$ cat config.mk
export PLATFORM = sky130hd
export DESIGN_NAME = led_pattern_seq
export DESIGN_NICKNAME = d
export VERILOG_FILES = /design/src/rtl/led_pattern_seq.sv
export SDC_FILE = /design/constraint.sdc
export NUM_CORES = 1
export LEC_CHECK = 0
export ABC_AREA = 1
export BUFFER_PORTS_ARGS = -buffer_cell sky130_fd_sc_hd__buf_4
export CAP_MARGIN = 20
export CORE_MARGIN = 3
export CORE_UTILIZATION = 45
export CTS_CLUSTER_DIAMETER = 50
export DETAILED_ROUTE_END_ITERATION = 12
export GPL_TIMING_DRIVEN = 0
export HOLD_SLACK_MARGIN = 0.12
export PLACE_DENSITY = 0.69
export SLEW_MARGIN = 20
export SYNTH_ARGS = -nofsm -noshare
export SYNTH_HDL_FRONTEND = slang
export SYNTH_SLANG_ARGS = --single-unit
$ cat constraint.sdc
create_clock -name sys_clk -period 1.3 [get_ports sys_clk]
set_clock_uncertainty 0.15 [all_clocks]
set_input_delay 0.065 -clock sys_clk [delete_from_list [all_inputs] [get_ports sys_clk]]
set_output_delay 0.065 -clock sys_clk [all_outputs]
set_load 0.02 [all_outputs]
$ cat src/rtl/led_pattern_seq.sv
// LED bank pattern sequencer: flow up/down, ping-pong, blink and off patterns
// advanced by an upstream tick strobe, with a mode strobe and a period-wrap pulse.
module led_pattern_seq #(
    parameter int LED_W = 4
) (
    input  logic             sys_clk,
    input  logic             sys_rst,
    input  logic             tick,
    input  logic             mode_next,
    input  logic             pause,
    output logic [LED_W-1:0] led_out,
    output logic [2:0]       mode,
    output logic             cycle_done
);

    typedef enum logic [2:0] {
        M_OFF   = 3'd0,
        M_UP    = 3'd1,
        M_DOWN  = 3'd2,
        M_PP    = 3'd3,
        M_BLINK = 3'd4
    } mode_e;

    localparam logic [LED_W-1:0] LSB_ONLY = LED_W'(1);
    localparam logic [LED_W-1:0] MSB_ONLY = {1'b1, {(LED_W-1){1'b0}}};

    mode_e            mode_q, mode_d;
    logic [LED_W-1:0] led_q, led_d;
    logic             dir_q, dir_d;   // ping-pong direction, 1 = moving down
    logic             done_q, done_d;
    logic             tick_ok;

    // A mode change in the same cycle swallows the tick.
    assign tick_ok = tick & ~pause & ~mode_next;

    always_ff @(posedge sys_clk or posedge sys_rst) begin
        if (sys_rst) begin
            mode_q <= M_UP;
            led_q  <= LSB_ONLY;
            dir_q  <= 1'b0;
            done_q <= 1'b0;
        end else begin
            mode_q <= mode_d;
            led_q  <= led_d;
            dir_q  <= dir_d;
            done_q <= done_d;
        end
    end

    always_comb begin
        mode_d = mode_q;
        led_d  = led_q;
        dir_d  = dir_q;
        done_d = 1'b0;
        if (mode_next) begin
            dir_d = 1'b0;
            case (mode_q)
                M_OFF:   begin mode_d = M_UP;    led_d = LSB_ONLY; end
                M_UP:    begin mode_d = M_DOWN;  led_d = MSB_ONLY; end
                M_DOWN:  begin mode_d = M_PP;    led_d = LSB_ONLY; end
                M_PP:    begin mode_d = M_BLINK; led_d = '1;       end
                M_BLINK: begin mode_d = M_OFF;   led_d = '0;       end
                default: begin mode_d = M_UP;    led_d = LSB_ONLY; end
            endcase
        end else begin
            case (mode_q)
                M_UP: if (tick_ok) begin
                    led_d  = {led_q[LED_W-2:0], led_q[LED_W-1]};
                    done_d = led_q[LED_W-1];
                end
                M_DOWN: if (tick_ok) begin
                    led_d  = {led_q[0], led_q[LED_W-1:1]};
                    done_d = led_q[0];
                end
                M_PP: if (tick_ok) begin
                    if (!dir_q) begin
                        led_d = led_q << 1;
                        if (led_q[LED_W-2]) dir_d = 1'b1;
                    end else begin
                        led_d = led_q >> 1;
                        if (led_q[1]) begin
                            dir_d  = 1'b0;
                            done_d = 1'b1;
                        end
                    end
                end
                M_BLINK: if (tick_ok) begin
                    led_d  = ~led_q;
                    done_d = (led_q == '0);
                end
                // OFF and the unused encodings keep the bank dark.
                default: led_d = '0;
            endcase
        end
    end

    assign led_out    = led_q;
    assign mode       = mode_q;
    assign cycle_done = done_q;

endmodule

==> results of run 1 <==
[cell type report]
class	count	area [um^2]	area share (%)
multi-input combinational	76	451.7	44.13
sequential	9	230.2	22.49
timing repair buffer	22	191.4	18.70
inverter	18	75.07	7.335
buffer	3	30.03	2.934
clock buffer	4	26.28	2.567
tap	15	18.77	1.834
[Yosys cell counts, drive strengths merged]
library cell  count  area [um^2]
dfstp             2        52.55
buf               3        26.27
nand3b            1        7.510
a31oi             2        12.51
nand3            12        77.58
nand4             5        31.28
a21oi             4        23.77
nand2            33        138.9
dfrtp             7        175.2
o21ai             6        30.03
nor2             12        65.06
nor3              1        5.000
inv              18        70.07
[per-layer routing]
layer | routed length, um | vias to the layer above | GRT usage [%]
met2 | 956 | 24 | 31.59
met1 | 814 | 362 | 27.60
met3 | 110 | 7 | 3.557
met5 | 0 | - | 0
met4 | 48 | 0 | 6.818
li1 | - | 394 | -
[stage by stage]
step / power [mW] / setup WS (ns) / hold slack, ns / TNS (ns) / cell area (um^2)
finish: 2.446 / -0.2235 / 0.09479 / -1.464 / 1023
global route: 2.630 / -0.2885 / 0.1480 / -2.020 / 1023
CTS: 2.182 / -0.1838 / -0.1286 / -0.9520 / 908.4
detailed placement: 1.853 / -0.1648 / -0.09029 / -0.7765 / 828.3
global placement: 1.836 / -0.1587 / -0.09943 / -0.6788 / 828.3
floorplan: 1.500 / -0.1199 / -0.2586 / -0.5713 / 726.9
[power by group]
part / total [mW] / internal (mW) / leakage (nW) / switching, mW
Clock: 0.224 / 0.118 / 0.0150 / 0.105
Combinational: 1.60 / 0.678 / 0.419 / 0.919
Sequential: 0.626 / 0.419 / 0.110 / 0.206
[logic make-up after synthesis]
kind of cell | count (synthesis) | synth area share, %
AND/OR/NAND/NOR | 64 | 45.45
buffers and inverters | 21 | 13.46
AO/OA/AOI/OAI | 12 | 9.265
flip-flops | 9 | 31.82
[what timing repair did]
action	4_1_cts	5_1_grt
hold buffers	2	4
endpoints found under the setup margin	7	10
setup buffers	2	3
gates resized for setup	6	16
pin swaps	1	6
endpoints found under the hold margin	17	6
[critical path: stages (launching register included)]
cell and delay [ns]:
dfstp_2 0.68, nand2_1 0.12, nor2_2 0.13, nand2_1 0.08
nand3_1 0.07, nand2_1 0.06, a31oi_1 0.14
[sequential cells by signal, summed over array words and instances (netlist names)]
name / flops
cycle_done: 1
dir_q: 1
led_out: 4
mode: 3
[path summary, 6_finish.rpt]
| kind | startpoint | end | slack [ns] |
|---|---|---|---|
| max in group asynchronous | sys_rst | led_out[0] | 0.52 |
| worst min register to register | led_out[0] | led_out[0] | 0.40 |
| min in group asynchronous | sys_rst | dir_q | 0.17 |
| worst max register to register | mode[0] | cycle_done | -0.22 |
| worst min-delay path | mode_next | led_out[2] | 0.09 |
| worst max-delay path | mode[0] | cycle_done | -0.22 |
==> out/qor.yml, run 1 <==
clocking:
  path_clk_slew_ns: 0.07
  cts_buffers: 3
  cts_tree: "built"
  cts_root_buf: "clkbuf_4"
  clkLatencyLatePin_ns: 0.27
  clockBufferDepth: 2
  clock_sinks: 9
  ctsHtreeMaxLevel: 1
worst_setup_path:
  cp.required_ns: 1.33
  cp_max_fo: 7
  path_class: "reg -> reg"
  cp-end-kind: "flip-flop"
  worst-endpoint-arrival_ns: 1.55
  rr_worst_depth: 6
  critPathLaunchType: "flip-flop"
synth:
  syn_avg_cell_area_um2: 6.752
  synth_area_um2: 715.7
  yosysUniqueCellTypes: 23
  syn_nets: 111
  synth-seq-area-share_pct: 31.82
  ys_ff_latch: 9
  ys_warn_count: 0
  synthCells: 106
detailed_routing:
  viasPerCell: 5.354
  drc_errors: 0
  final_antenna_net_count: 0
  wl_per_cell_um: 13.12
  routed_wl_um: 1929
  via_count: 787
  initialDrtViolationCount: 24
  drt-pass1-iter-count: 4
finish:
  layout_common_cells: "25 x nand2_1, 14 x buf_4, 13 x inv_1"
  final_util_pct: 73.17
  fillCellCount: 118
  area_growth_syn_to_layout_pct: 43.01
  nets: 138
  layout_commonest_cell: "nand2_1"
  layoutNonFillerInstCount: 147
  diodes: 0
  drive_gt1_share_pct: 38.64
sta:
  max_freq_mhz: 656.4
  fin_ws_ns: -0.2235
  worst_pin_slew_ns: 0.3578
  timing.slew.headroom_pct: 76.12
  fin_crit_sh_pct: 117.2
  finalHoldViolations: 0
  setup_viol: 10
  period_minus_slack_ns: 1.523
  drv_slew: 0
  rsz0062_at_grt: "yes"
power:
  peakVddDrop_v: 0.001353
  cellLeakagePower_nw: 0.5442
  powerDensity_nw_per_um2: 2390
global_route:
  grt_pass1_vias: 676
  antenna_found_initial: 0
  grt_pass1_wl_um: 3015
  grt_remaining_overflow: 0
  grt_max_degree: 11
  track_usage_pct: 20.15
run_status:
  failed_checks: "setup timing"
  status: "complete, but fails checks"
floorplan:
  start_util_pct: 51.16
  die-area_um2: 2105
  die_x_um: 45.88
  core_um2: 1399
  placementRows: 13
  fp.dieH_um: 45.88
  ios: 13
worst_hold_path:
  hp-class: "in -> reg"
  holdPathStages: 4
placed_design:
  hpwl_um: 1314
  placement.io_buffers: 11
  place.gp.congestion: 0.8364
  numPlacedInstances: 132
flow_run:
  cap_violations: 0
No activity file was read; power rests on OpenSTA's default activity.
==> inputs of run 2 (changes only) <==
--- a/config.mk
+++ b/config.mk
@@ -9,12 +9,12 @@
 export BUFFER_PORTS_ARGS = -buffer_cell sky130_fd_sc_hd__buf_4
 export CAP_MARGIN = 20
 export CORE_MARGIN = 3
-export CORE_UTILIZATION = 45
+export CORE_UTILIZATION = 48
 export CTS_CLUSTER_DIAMETER = 50
 export DETAILED_ROUTE_END_ITERATION = 12
 export GPL_TIMING_DRIVEN = 0
 export HOLD_SLACK_MARGIN = 0.12
-export PLACE_DENSITY = 0.69
+export PLACE_DENSITY = 0.73
 export SLEW_MARGIN = 20
 export SYNTH_ARGS = -nofsm -noshare
 export SYNTH_HDL_FRONTEND = slang
==> out/qor.yml, run 2 (same netlist as run 1, synthesis figures left out) <==
run_status:
  status: "complete, but fails checks"  # unchanged
  failed_checks: "hold timing, setup timing"  # was setup timing
global_route:
  antenna_found_initial: 0  # unchanged
  grt_pass1_vias: 643  # was 676
  grt_pass1_wl_um: 2953  # was 3015 um
  track_usage_pct: 20.77  # was 20.15%
  grt_max_degree: 11  # unchanged
  grt_remaining_overflow: 0  # unchanged
clocking:
  cts_tree: "built"  # unchanged
  cts_root_buf: "clkbuf_4"  # unchanged
  path_clk_slew_ns: 0.06  # was 0.07 ns
  clockBufferDepth: 2  # unchanged
  clkLatencyLatePin_ns: 0.26  # was 0.27 ns
  hold_buffers: 2  # unchanged
  cts_buffers: 3  # unchanged
  ctsHtreeMaxLevel: 1  # unchanged
  clock_sinks: 9  # unchanged
sta:
  drv_slew: 0  # unchanged
  period_minus_slack_ns: 1.515  # was 1.523 ns
  fin_ws_ns: -0.2151  # was -0.2235 ns
  fin_crit_sh_pct: 116.5  # was 117.2%
  whs_ns: -0.1057  # was 0.09479 ns
  rsz0062_at_grt: "yes"  # unchanged
  worst_pin_slew_ns: 0.3628  # was 0.3578 ns
  timing.slew.headroom_pct: 75.79  # was 76.12%
  setup_tns_ns: -1.232  # was -1.464 ns
  max_freq_mhz: 660.0  # was 656.4 MHz
  finalHoldViolations: 4  # was 0
  setup_viol: 9  # was 10
finish:
  drive_gt1_share_pct: 38.58  # was 38.64%
  layout_commonest_cell: "nand2_1"  # unchanged
  area_growth_syn_to_layout_pct: 32.87  # was 43.01%
  nets: 133  # was 138
  largest_reg_flops: 4  # unchanged
  layout_common_cells: "27 x nand2_1, 15 x buf_4, 14 x inv_1"  # was 25 x nand2_1, 14 x buf_4, 13 x inv_1
  final_util_pct: 70.44  # was 73.17%
  layoutNonFillerInstCount: 142  # was 147
  diodes: 0  # unchanged
floorplan:
  fp.dieH_um: 44.62  # was 45.88 um
  start_util_pct: 53.01  # was 51.16%
  die_x_um: 44.62  # was 45.88 um
  placementRows: 13  # unchanged
  core_um2: 1350  # was 1399 um^2
  die-area_um2: 1991  # was 2105 um^2
  ios: 13  # unchanged
power:
  power.internal_mw: 1.134  # was 1.216 mW
  total_power_mw: 2.310  # was 2.446 mW
  switchingPower_mw: 1.176  # was 1.230 mW
  p_comb_share_pct: 63.5  # was 65.3%
  pwr-share-clk_pct: 9.1  # was 9.2%
  p_sw_share_pct: 50.90  # was 50.28%
  cellLeakagePower_nw: 0.5155  # was 0.5442 nW
  seqPwrFrac_pct: 27.4  # was 25.6%
  powerDensity_nw_per_um2: 2429  # was 2390 nW/um^2
  peakVddDrop_v: 0.001382  # was 0.001353 V
placed_design:
  placement.io_buffers: 11  # unchanged
  numPlacedInstances: 132  # unchanged
  place.gp.congestion: 0.8331  # was 0.8364
  hpwl_um: 1362  # was 1314 um
worst_setup_path:
  critical-path-top-delay-family: "flip-flops"  # unchanged
  cp-end-kind: "flip-flop"  # unchanged
  worst-endpoint-arrival_ns: 1.54  # was 1.55 ns
  path_class: "reg -> reg"  # unchanged
  cp.required_ns: 1.33  # about the same
  cpPeakStageDelay_ns: 0.66  # was 0.68 ns
  cp_slowest_cell: "dfstp_2"  # unchanged
  worstPathCellList: "nand2_2 -> nor2_4 -> nand2_2 -> nand2_1 -> inv_1 -> a31oi_1"  # was nand2_1 -> nor2_2 -> nand2_1 -> nand3_1 -> nand2_1 -> a31oi_1
  path_common_cell: "nand2_2"  # was nand2_1
  r2r_slack_ns: -0.22  # about the same
  critPathBufInv: 1  # was 0
  critPathLaunchType: "flip-flop"  # unchanged
  cp_max_fo: 7  # unchanged
detailed_routing:
  wl_met1_um: 800  # was 814 um
  viasPerCell: 5.563  # was 5.354
  wl_met3_um: 99  # was 110 um
  routed_wl_um: 1983  # was 1929 um
  initialDrtViolationCount: 21  # was 24
  drc_errors: 0  # unchanged
  via_count: 790  # was 787
  wl_per_cell_um: 13.96  # was 13.12 um
  dr_wl_met2_um: 1054  # was 956 um
  drt-pass1-iter-count: 4  # unchanged
  final_antenna_net_count: 0  # unchanged
  top_layer: "met4"  # unchanged
worst_hold_path:
  hp-class: "in -> reg"  # unchanged
flow_run:
  cap_violations: 0  # unchanged
run 2: cell types whose count changed in the layout (fill, tap and decap cells not counted):
cell | before | now
a21oi_2 | 1 | 2
a21oi_4 | 1 | 0
buf_4 | 14 | 15
buf_6 | 5 | 3
dlygate4sd3_1 | 6 | 2
inv_1 | 13 | 14
inv_2 | 3 | 2
nand2_1 | 25 | 27
nand2_2 | 7 | 5
nand3_1 | 7 | 5
nand3_2 | 2 | 6
nand3_4 | 3 | 1
o21ai_0 | 2 | 4
o21ai_1 | 3 | 1
run 2: final timing paths:
check / startpoint / end / cells after the start
max reg2reg: mode[0] / cycle_done / 6
min: mode_next / dir_q / 2
max in group asynchronous: sys_rst / mode[0] / 3
max: mode[0] / cycle_done / 6
min in group asynchronous: sys_rst / led_out[3] / 3
min reg2reg: led_out[0] / led_out[0] / 2
run 2: routing by layer:
layer | vias up | GRT usage (%)
met5 | - | 0
met4 | 0 | 5.422
met3 | 4 | 4.878
met2 | 31 | 35.82
met1 | 373 | 25.63
li1 | 382 | -
run 2: power groups by stage:
stage | sequential, mW | combinational [mW] | clock, mW
final | 0.633 | 1.47 | 0.210
after CTS | 0.607 | 1.27 | 0.215
after floorplan | 0.693 | 0.807 | 0
after global placement | 0.600 | 1.23 | 0
after detailed placement | 0.614 | 1.25 | 0
after global routing | 0.654 | 1.59 | 0.235
run 2: stage by stage:
| stage | hold WS [ns] | area, um^2 | worst slack [ns] |
|---|---|---|---|
| final | -0.1057 | 950.9 | -0.2151 |
| after global routing | -0.1061 | 950.9 | -0.3222 |
| after CTS | -0.1140 | 877.1 | -0.1627 |
| after detailed placement | -0.09429 | 828.3 | -0.1507 |
| after global placement | -0.09902 | 828.3 | -0.1469 |
| after floorplan | -0.2586 | 726.9 | -0.1199 |
run 2: layout make-up:
| class | instances | area, um^2 |
|---|---|---|
| clock buffers | 4 | 26.28 |
| inverters | 18 | 75.07 |
| multi-input cells | 76 | 434.2 |
| well taps | 15 | 18.77 |
| plain buffers | 3 | 30.03 |
| fillers | 123 | 399.1 |
| flip-flops and latches | 9 | 230.2 |
| repair buffers | 17 | 136.4 |
run 2: timing repair:
item	CTS	global route
setup endpoints to repair	7	9
setup buffers	0	4
gates resized for setup	2	12
hold endpoints to repair	17	6
pin swaps	0	6
==> inputs of run 3 (changes only) <==
==> constraint.sdc (replaced) <==
create_clock -name sys_clk -period 1.3 [get_ports sys_clk]
set_clock_uncertainty 0.15 [all_clocks]
set_input_delay 0.325 -clock sys_clk [delete_from_list [all_inputs] [get_ports sys_clk]]
set_output_delay 0.325 -clock sys_clk [all_outputs]
set_load 0.02 [all_outputs]
==> out/qor.yml, run 3 (same netlist as run 1, synthesis figures left out) <==
floorplan:
  ios: 13  # unchanged
  core_um2: 1350  # unchanged
  fp.dieH_um: 44.62  # unchanged
  placementRows: 13  # unchanged
  die-area_um2: 1991  # unchanged
  die_x_um: 44.62  # unchanged
  start_util_pct: 53.01  # unchanged
sta:
  finalHoldViolations: 0  # was 4
  fin_crit_sh_pct: 116.8  # was 116.5%
  setup_viol: 14  # was 9
  whs_ns: 0.1500  # was -0.1057 ns
  drv_slew: 0  # unchanged
  max_freq_mhz: 658.5  # was 660.0 MHz
  timing.slew.headroom_pct: 76.68  # was 75.79%
  period_minus_slack_ns: 1.519  # was 1.515 ns
  fin_ws_ns: -0.2186  # was -0.2151 ns
  rsz0062_at_grt: "yes"  # unchanged
  worst_pin_slew_ns: 0.3494  # was 0.3628 ns
power:
  total_power_mw: 2.627  # was 2.310 mW
  powerDensity_nw_per_um2: 2560  # was 2429 nW/um^2
  cellLeakagePower_nw: 0.5472  # was 0.5155 nW
  peakVddDrop_v: 0.001345  # was 0.001382 V
clocking:
  clockBufferDepth: 2  # unchanged
  cts_buffers: 3  # unchanged
  clock_sinks: 9  # unchanged
  clkLatencyLatePin_ns: 0.26  # about the same
  cts_tree: "built"  # unchanged
  ctsHtreeMaxLevel: 1  # unchanged
  path_clk_slew_ns: 0.06  # about the same
  cts_root_buf: "clkbuf_4"  # unchanged
worst_setup_path:
  cp_slowest_cell: "dfstp_2"  # unchanged
  critPathLaunchType: "flip-flop"  # unchanged
  cp_max_fo: 4  # was 7
  path_class: "reg -> reg"  # unchanged
  cp.required_ns: 1.33  # about the same
  critical-path-top-delay-family: "flip-flops"  # unchanged
  cpPeakStageDelay_ns: 0.58  # was 0.66 ns
  cp-end-kind: "flip-flop"  # unchanged
  critPathBufInv: 1  # unchanged
  worst-endpoint-arrival_ns: 1.55  # was 1.54 ns
  path_common_cell: "nand2_1"  # was nand2_2
  worstPathCellList: "buf_6 -> nand2_4 -> nor2_4 -> nand2_1 -> nand2_1 -> o21ai_0 -> a21oi_1"  # was nand2_2 -> nor2_4 -> nand2_2 -> nand2_1 -> inv_1 -> a31oi_1
finish:
  largest_reg_flops: 4  # unchanged
  fillCellCount: 96  # was 123
  layout_commonest_cell: "nand2_1"  # unchanged
  layoutNonFillerInstCount: 146  # was 142
  diodes: 0  # unchanged
  nets: 137  # was 133
  layout_common_cells: "26 x nand2_1, 14 x inv_1, 13 x buf_4"  # was 27 x nand2_1, 15 x buf_4, 14 x inv_1
  final_area_um2: 1026  # was 950.9 um^2
  drive_gt1_share_pct: 41.22  # was 38.58%
  area_growth_syn_to_layout_pct: 43.36  # was 32.87%
global_route:
  grt_pass1_wl_um: 3367  # was 2953 um
  grt_max_degree: 11  # unchanged
  antenna_found_initial: 0  # unchanged
  grt_remaining_overflow: 0  # unchanged
  track_usage_pct: 23.64  # was 20.77%
  grt_pass1_vias: 749  # was 643
placed_design:
  place.gp.congestion: 0.8318  # was 0.8331
  hpwl_um: 1362  # about the same
  numPlacedInstances: 132  # unchanged
  placement.io_buffers: 11  # unchanged
  place_area_um2: 828.3  # unchanged
worst_hold_path:
  hp-class: "in -> reg"  # unchanged
detailed_routing:
  drt-pass1-iter-count: 4  # unchanged
  initialDrtViolationCount: 24  # was 21
  viasPerCell: 5.671  # was 5.563
  wl_per_cell_um: 14.27  # was 13.96 um
  final_antenna_net_count: 0  # unchanged
  routed_wl_um: 2084  # was 1983 um
  drc_errors: 0  # unchanged
  via_count: 828  # was 790
run_status:
  status: "complete, but fails checks"  # unchanged
  failed_checks: "setup timing"  # was hold timing, setup timing
flow_run:
  cap_violations: 0  # unchanged
-- run 3: where the power goes --
group / internal (mW) / leakage (nW) / switching [mW]
Clock: 0.118 / 0.0150 / 0.0961
Combinational: 0.797 / 0.425 / 1.04
Sequential: 0.423 / 0.107 / 0.152
Total: 1.34 / 0.547 / 1.29
-- run 3: final cells by class --
type | count | area (um^2) | share of cell area [%]
plain buffers | 3 | 30.03 | 2.927
clock buffers | 4 | 26.28 | 2.561
inverters | 18 | 75.07 | 7.317
multi-input cells | 76 | 452.9 | 44.15
flip-flops and latches | 9 | 232.7 | 22.68
well taps | 15 | 18.77 | 1.829
repair buffers | 21 | 190.2 | 18.54
-- run 3: worst paths after layout --
| path | start | end | slack (ns) | cells after the start |
|---|---|---|---|---|
| worst min-delay path | mode_next | dir_q | 0.15 | 2 |
| max in group asynchronous | sys_rst | led_out[0] | 0.24 | 3 |
| min in group asynchronous | sys_rst | cycle_done | 0.47 | 3 |
| worst max register to register | mode[0] | led_out[2] | -0.22 | 7 |
| worst max-delay path | mode[0] | led_out[2] | -0.22 | 7 |
| worst min register to register | mode[0] | mode[0] | 0.53 | 3 |
-- run 3: what timing repair did --
item	in CTS	in global routing
hold buffers	1	0
endpoints found under the setup margin	14	15
gates resized for setup	18	8
pin swaps	3	2
hold endpoints to repair	7	0
setup buffers	6	3
-- run 3: metal layers --
metal,wire [um],track usage [%],vias to the layer above
met1,807,27.46,394
met5,0,0,-
met2,1116,42.69,35
met4,23,7.229,0
met3,138,4.878,4
li1,-,-,395
-- run 3: stage by stage --
stage | utilization, % | worst slack [ns] | setup TNS (ns)
6_report | 76.00 | -0.2186 | -1.750
5_1_grt | 76.00 | -0.2904 | -2.447
4_1_cts | 72.10 | -0.1690 | -1.423
3_5_place_dp | 61.35 | -0.1467 | -0.7182
3_3_place_gp | 61.35 | -0.1470 | -0.6422
2_1_floorplan | - | -0.1199 | -0.5629
